**src/rtl/vector_edge_monitor.sv**
```systemverilog
// Per-bit rising/falling edge monitor with registered masks, a saturating
// rise counter and a first-word-fall-through event queue with overflow flag.
module vector_edge_monitor #(
    parameter int WIDTH = 4,
    parameter int DEPTH = 4,
    parameter int CNT_W = 8
) (
    input  logic               clk,
    input  logic               rst_n,
    input  logic [WIDTH-1:0]   sig_in,
    input  logic               clr_i,
    output logic [WIDTH-1:0]   rise_o,
    output logic [WIDTH-1:0]   fall_o,
    output logic               any_rise_o,
    output logic               any_fall_o,
    output logic [CNT_W-1:0]   rise_cnt_o,
    output logic               evt_valid_o,
    input  logic               evt_ready_i,
    output logic [2*WIDTH-1:0] evt_data_o,
    output logic               evt_overflow_o
);

    localparam int AW = (DEPTH > 1) ? $clog2(DEPTH) : 1;
    localparam int OW = $clog2(DEPTH + 1);
    localparam logic [OW-1:0] FULL_OCC = OW'(DEPTH);

    logic [WIDTH-1:0]   sample_q, sample_d;
    logic               prev_valid_q, prev_valid_d;
    logic [WIDTH-1:0]   rise_q, rise_d;
    logic [WIDTH-1:0]   fall_q, fall_d;
    logic               any_rise_q, any_rise_d;
    logic               any_fall_q, any_fall_d;
    logic [CNT_W-1:0]   cnt_q, cnt_d;
    logic [AW-1:0]      wr_ptr_q, wr_ptr_d;
    logic [AW-1:0]      rd_ptr_q, rd_ptr_d;
    logic [OW-1:0]      occ_q, occ_d;
    logic               ovf_q, ovf_d;
    logic [2*WIDTH-1:0] mem_q [DEPTH];
    logic [2*WIDTH-1:0] mem_d [DEPTH];

    logic [WIDTH-1:0]   edge_rise;
    logic [WIDTH-1:0]   edge_fall;
    logic               push;
    logic               pop;
    logic               full;
    logic               do_push;

    // 4-state compare: an x or z previous sample counts as "not 1"/"not 0"
    always_comb begin
        edge_rise = '0;
        edge_fall = '0;
        for (int i = 0; i < WIDTH; i++) begin
            edge_rise[i] = (sample_q[i] !== 1'b1) && (sig_in[i] === 1'b1);
            edge_fall[i] = (sample_q[i] !== 1'b0) && (sig_in[i] === 1'b0);
        end
    end

    always_comb begin
        sample_d     = sig_in;
        prev_valid_d = 1'b1;
        rise_d       = prev_valid_q ? edge_rise : '0;
        fall_d       = prev_valid_q ? edge_fall : '0;
        any_rise_d   = |rise_d;
        any_fall_d   = |fall_d;
    end

    assign push = |{rise_d, fall_d};
    assign full = (occ_q == FULL_OCC);
    assign pop  = evt_valid_o && evt_ready_i;
    assign do_push = push && (!full || pop);

    always_comb begin
        cnt_d    = cnt_q;
        wr_ptr_d = wr_ptr_q;
        rd_ptr_d = rd_ptr_q;
        occ_d    = occ_q;
        ovf_d    = ovf_q;
        mem_d    = mem_q;
        if (clr_i) begin
            cnt_d    = '0;
            wr_ptr_d = '0;
            rd_ptr_d = '0;
            occ_d    = '0;
            ovf_d    = 1'b0;
        end else begin
            if (|rise_d && (cnt_q != {CNT_W{1'b1}})) begin
                cnt_d = cnt_q + CNT_W'(1);
            end
            if (push && full && !pop) begin
                ovf_d = 1'b1;
            end
            if (do_push) begin
                mem_d[wr_ptr_q] = {rise_d, fall_d};
                wr_ptr_d = wr_ptr_q + AW'(1);
            end
            if (pop) begin
                rd_ptr_d = rd_ptr_q + AW'(1);
            end
            unique case ({do_push, pop})
                2'b10:   occ_d = occ_q + OW'(1);
                2'b01:   occ_d = occ_q - OW'(1);
                default: occ_d = occ_q;
            endcase
        end
    end

    always_ff @(posedge clk) begin
        if (!rst_n) begin
            sample_q     <= '0;
            prev_valid_q <= 1'b0;
            rise_q       <= '0;
            fall_q       <= '0;
            any_rise_q   <= 1'b0;
            any_fall_q   <= 1'b0;
            cnt_q        <= '0;
            wr_ptr_q     <= '0;
            rd_ptr_q     <= '0;
            occ_q        <= '0;
            ovf_q        <= 1'b0;
            for (int i = 0; i < DEPTH; i++) begin
                mem_q[i] <= '0;
            end
        end else begin
            sample_q     <= sample_d;
            prev_valid_q <= prev_valid_d;
            rise_q       <= rise_d;
            fall_q       <= fall_d;
            any_rise_q   <= any_rise_d;
            any_fall_q   <= any_fall_d;
            cnt_q        <= cnt_d;
            wr_ptr_q     <= wr_ptr_d;
            rd_ptr_q     <= rd_ptr_d;
            occ_q        <= occ_d;
            ovf_q        <= ovf_d;
            for (int i = 0; i < DEPTH; i++) begin
                mem_q[i] <= mem_d[i];
            end
        end
    end

    assign rise_o         = rise_q;
    assign fall_o         = fall_q;
    assign any_rise_o     = any_rise_q;
    assign any_fall_o     = any_fall_q;
    assign rise_cnt_o     = cnt_q;
    assign evt_valid_o    = (occ_q != '0);
    assign evt_data_o     = mem_q[rd_ptr_q];
    assign evt_overflow_o = ovf_q;

endmodule

```
**config.mk**
```make
export PLATFORM = sky130hd
export DESIGN_NAME = vector_edge_monitor
export DESIGN_NICKNAME = d
export VERILOG_FILES = /design/src/rtl/vector_edge_monitor.sv
export SDC_FILE = /design/constraint.sdc
export NUM_CORES = 1
export LEC_CHECK = 0
export ABC_AREA = 1
export CAP_MARGIN = 20
export CORE_MARGIN = 5
export CORE_UTILIZATION = 45
export CTS_CLUSTER_SIZE = 8
export DETAILED_ROUTE_END_ITERATION = 10
export PLACE_DENSITY = 0.66
export SLEW_MARGIN = 20
export SYNTH_ARGS = -nofsm -noshare
export SYNTH_HDL_FRONTEND = slang
export SYNTH_SLANG_ARGS = --single-unit
```
**constraint.sdc**
```tcl
create_clock -name clk -period 2.6 [get_ports clk]
set_input_delay 0.65 -clock clk [delete_from_list [all_inputs] [get_ports clk]]
set_output_delay 0.65 -clock clk [all_outputs]
set_load 0.005 [all_outputs]
```
# After elaboration in Yosys (flattened, before gate mapping)
# Index checks and enable logic that the tools add are counted.
# totals
latchBits	0
romBits	0
reg_bits	63
ramBits	0
inputBits	8
n_memories	0
output_inout_bits	28
# classes
add_sub_neg	5
n_shift	0
eq_ne	20
n_reduce_logical	24
n_bitwise	4
magnitude_cmp	3
n_mux	10
n_div	0
multipliers	0
# op_table
cell	count
bitwise mux 32 bit	1
two-way mux 8 bit	3
binary-select mux 8 bit (select 2 bit)	1
demux 8 bit (select 2 bit)	1
logical AND 1 bit	14
adder 8 x 1 -> 8 bit, second input constant	1
=== test 1 bit, second input constant	8
two-way mux 4 bit	2
inequality test 8 bit, second input constant	1
!== test 1 bit, second input constant	8
OR reduction 4 bit	2
OR reduction 8 bit	1
>= comparator 3 bit, second input constant	2
inverter 2 -> 3 bit	2
case mux 3 bit (2 select lines)	1
adder 2 x 1 -> 2 bit, second input constant	2
adder 3 x 1 -> 3 bit, second input constant	1
== test 3 bit, second input constant	1
< comparator 3 x 1 -> 1 bit, second input constant	1
nonzero test 3 bit	1
subtractor 3 x 1 -> 3 bit, second input constant	1
== test 2 x 1 -> 1 bit, second input constant	1
== test 2 bit, second input constant	1
zero test 1 bit	2
other kinds (6)	7

# Longest topological paths before layout
# logic_depth
depth_word	7
ltp_mapped	13

# Worst setup path before layout
# No wires, ideal clock.
# synth_path
path_kind	in2reg
from	input port sig_in[3]
to	register occ_q[2]
path_buffers	0
cell_stages	13
path_slack_ns	0.317
required_time_ns	2.478
arrival_time_ns	2.161
cell_sequence	inv_1 -> nand3_2 -> nand2_2 -> nor2_4 -> nand2_8 -> nand2_2 -> ha_1 -> inv_1 -> fa_1 -> a21oi_1 -> o21ai_0 -> o21ai_0 -> a21oi_1
# synth_between
elab_chain_cells	7
word_cells_on_any_way	12
# synth_rtl
item	line_no	text
from (decl)	10	input logic [WIDTH-1:0] sig_in,
=== test 1 bit, on equally long branches	53, 54	
logical AND 1 bit, on equally long branches	53, 54	
two-way mux 4 bit, on equally long branches	61, 62	
OR reduction 8 bit (*)	67	assign push = |{rise_d, fall_d};
logical AND 1 bit (*)	70	assign do_push = push && (!full || pop);
== test 2 x 1 -> 1 bit or == test 2 bit (tied branches)	99	unique case ({do_push, pop})
case mux 3 bit (2 select lines) or nonzero test 2 bit (tied branches)	-	
to (signal assigned)	118	occ_q <= '0;
to (signal assigned)	133	occ_q <= occ_d;
to (decl)	36	logic [OW-1:0] occ_q, occ_d;
# Mark *: on every way between the ends. The rest lies on a longest branch, timed or not.
# A chain may end at the register's enable or synchronous reset.

# Final worst setup path
# layout_path
from	input port sig_in[1]
to	register occ_q[2]
# Same word-level chain as after synthesis.

==> impl_metrics.yaml <==
floorplanning:
  die_h_um: 92.2
  die_area_mm2: 0.00850
  start_util_pct: 45.5
  die_w_um: 92.2
  core_area_mm2: 0.00668
  rows: 30
  io_pins: 36
worst_setup_path:
  path_max_fanout: 3
  cp_data_arrival_time_ns: 2.74
  path_class: "primary input to flip-flop"
  required_ns: 2.84
  crit_start: "sig_in[1]"
  r2r_start: "prev_valid_q"
  end_kind: "flip-flop"
  cp-start-kind: "primary input"
cts:
  clk_pin_slew_worst_paths_ns: 0.07
  h-tree-depth: 3
  cts_tree: "yes"
  clk_latency_ns: 0.35
  cts_max_path_buffers: 2
  clock_sinks: 63
  numCtsBuffers: 9
  ctsHoldBuffers: 0
  cts_root_buffer: "clkbuf_8"
synth:
  ys_warn_count: 0
  syn-instance-count: 424
  ys_top_cells_by_count: "89 x nand2_1, 83 x nor2_1, 75 x inv_1"
  synthArstFlopShare_pct: 0
  synth_nets: 439
  post-synth-top-count-cell: "nand2_1"
  yosysSeqAreaShare_pct: 41.5
  synth_area_leaders: "dfxtp_1 41%, nand2_1 11%, nor2_1 10%"
  ys_ff_latch: 63
  synth_cell_types: 26
  syn_area_mm2: 0.00304
  post-synth-top-area-cell: "dfxtp_1"
  synth.avg_cell_area_um2: 7.17
  ys.flop_type: "dfxtp_1"
  synth_edf_count: 0
  synth_top_area_share_pct: 41.5
final_layout:
  syn_to_final_growth_pct: 24.2
  layout.nets: 495
  fill_cells: 634
  fin_area_mm2: 0.00377
  antennaDiodeCount: 0
  layout-drive-gt1-share_pct: 13.6
sta:
  timing.fmax_mhz: 400
  relSlewSlack_pct: 72.2
  finClkSkew_ns: 0.0115
  period_share_pct: 96.2
  period_minus_slack_ns: 2.50
  maxSlewViolCount: 0
  hold_violations: 0
  worst_slew_pin_slew_ns: 0.417
  setup_tns_ns: 0
  rsz0062_at_grt: "false"
  setup_viol: 0
  fin_ws_ns: 0.0998
pwr:
  peakVddDrop_v: 0.000338
  cellPowerDensity_mw_per_mm2: 583
  p_leak_nw: 1.85
drt:
  avgViaCountPerCell: 4.66
  dr.first_iter.drc_count: 138
  firstDrtPassIters: 5
  drt_drc_violations_left: 0
  vias: 2634
  routedWlPerCell_um: 11.3
  drt_wl_total_mm: 6.39
  ant_nets: 0
run_status:
  outcome: "complete, no violations"
placed_design:
  portBuffers: 35
  place_ws_ns: -0.214
  dp_hpwl_mm: 4.50
  placed_cell_area_mm2: 0.00354
  gp_congestion: 0.798
global_route:
  grt_usage_pct: 16.3
  antenna_found_initial: 0
  grt.overflow.total: 0
  grt_pass1_wl_mm: 11.0
  grt_pass1_vias: 2513
  grt_max_degree: 36
run:
  cap_viol_max_count: 0
hold_path:
  hold_path_startpoint: "evt_overflow_o"
  worstHoldPathType: "flip-flop to flip-flop"
where the power goes:
part           switching, mW  internal (mW)
clock network          0.385          0.463
registers             0.0243           1.01
logic                  0.178          0.141
total                  0.587           1.61
path summary, 6_finish.rpt:
kind / cells after the start / to / slack [ns]
setup / recovery: 14 / occ_q[2] / 0.1
hold / removal: 2 / evt_overflow_o / 0.48
setup reg to reg: 12 / occ_q[2] / 0.48
hold reg to reg: 2 / evt_overflow_o / 0.48
placed cells by master (no fill, tap or decap), types with 3 or more instances in the layout:
cell,count
nand3_2,8
clkdlybuf4s50_1,34
ha_1,6
o21ai_1,4
nand2_2,6
clkbuf_8,10
o21ai_0,14
nand2_1,89
buf_4,25
nor3_1,3
nand4_4,4
clkinv_2,3
clkinvlp_4,3
nor2_4,3
a21oi_1,38
dfxtp_1,63
inv_1,74
nor2_1,83
through the flow:
| stage | hold slack, ns | utilization [%] | std cells | power, mW |
|---|---|---|---|---|
| 3_3_place_gp | 0.463 | 53.0 | 545 | 1.37 |
| 4_1_cts | 0.486 | 56.0 | 561 | 2.22 |
| 3_5_place_dp | 0.475 | 53.0 | 545 | 1.37 |
| 5_1_grt | 0.513 | 56.5 | 565 | 2.31 |
| 6_report | 0.480 | 56.5 | 565 | 2.20 |
| 2_1_floorplan | 0.455 | - | 424 | 1.26 |
layout make-up:
class	instances	area, µm²	area share [%]
clock buffers	10	138	3.65
flip-flops and latches	63	1260	33.4
multi-input cells	271	1390	36.8
inverters	75	285	7.56
clock inverters	6	60.1	1.59
repair buffers	60	541	14.3
well taps	80	100	2.65
registers in the layout, indices dropped and copies added, names as in the netlist:
signal          cells
rise_cnt_o          8
mem_q              32
prev_valid_q        1
sample_q            4
rd_ptr_q            2
any_rise_o          1
any_fall_o          1
wr_ptr_q            2
evt_overflow_o      1
rise_o              4
fall_o              4
occ_q               3
worst max-delay path: stages:
cell,delay (ns)
clkdlybuf4s50_1,0.52
inv_1,0.07
nand3_2,0.06
nand2_1,0.10
nor2_4,0.18
nand2_8,0.06
nand2_2,0.06
ha_1,0.14
inv_1,0.06
fa_1,0.37
a21oi_1,0.15
o21ai_0,0.11
o21ai_0,0.16
a21oi_1,0.06
cell families (layout without fill, tap and decap cells):
group                    Yosys count  count (layout)  share of synthesized area, %
flip-flops                        63              63                          41.5
XOR/XNOR                           4               4                          1.15
adder cells (fa/ha/maj)            7               7                          3.13
buffers and inverters             90             151                          12.8
AO/OA/AOI/OAI                     59              59                          10.1
AND/OR/NAND/NOR                  201             201                          31.3
metal layers:
metal  track usage [%]  up-vias  wire length (µm)
met3              4.51       18               242
li1                  -     1393                 -
met5                 0        -                 0
met1              20.1     1178              3060
met4              8.29        0               157
met2              26.0       45              2930
timing repair:
item                                    CTS  global route
pin swaps                                 0             1
gates resized for setup                   1             1
endpoints found under the setup margin    2             9
buffers inserted                          0             4
No activity file was read; power rests on OpenSTA's default activity.
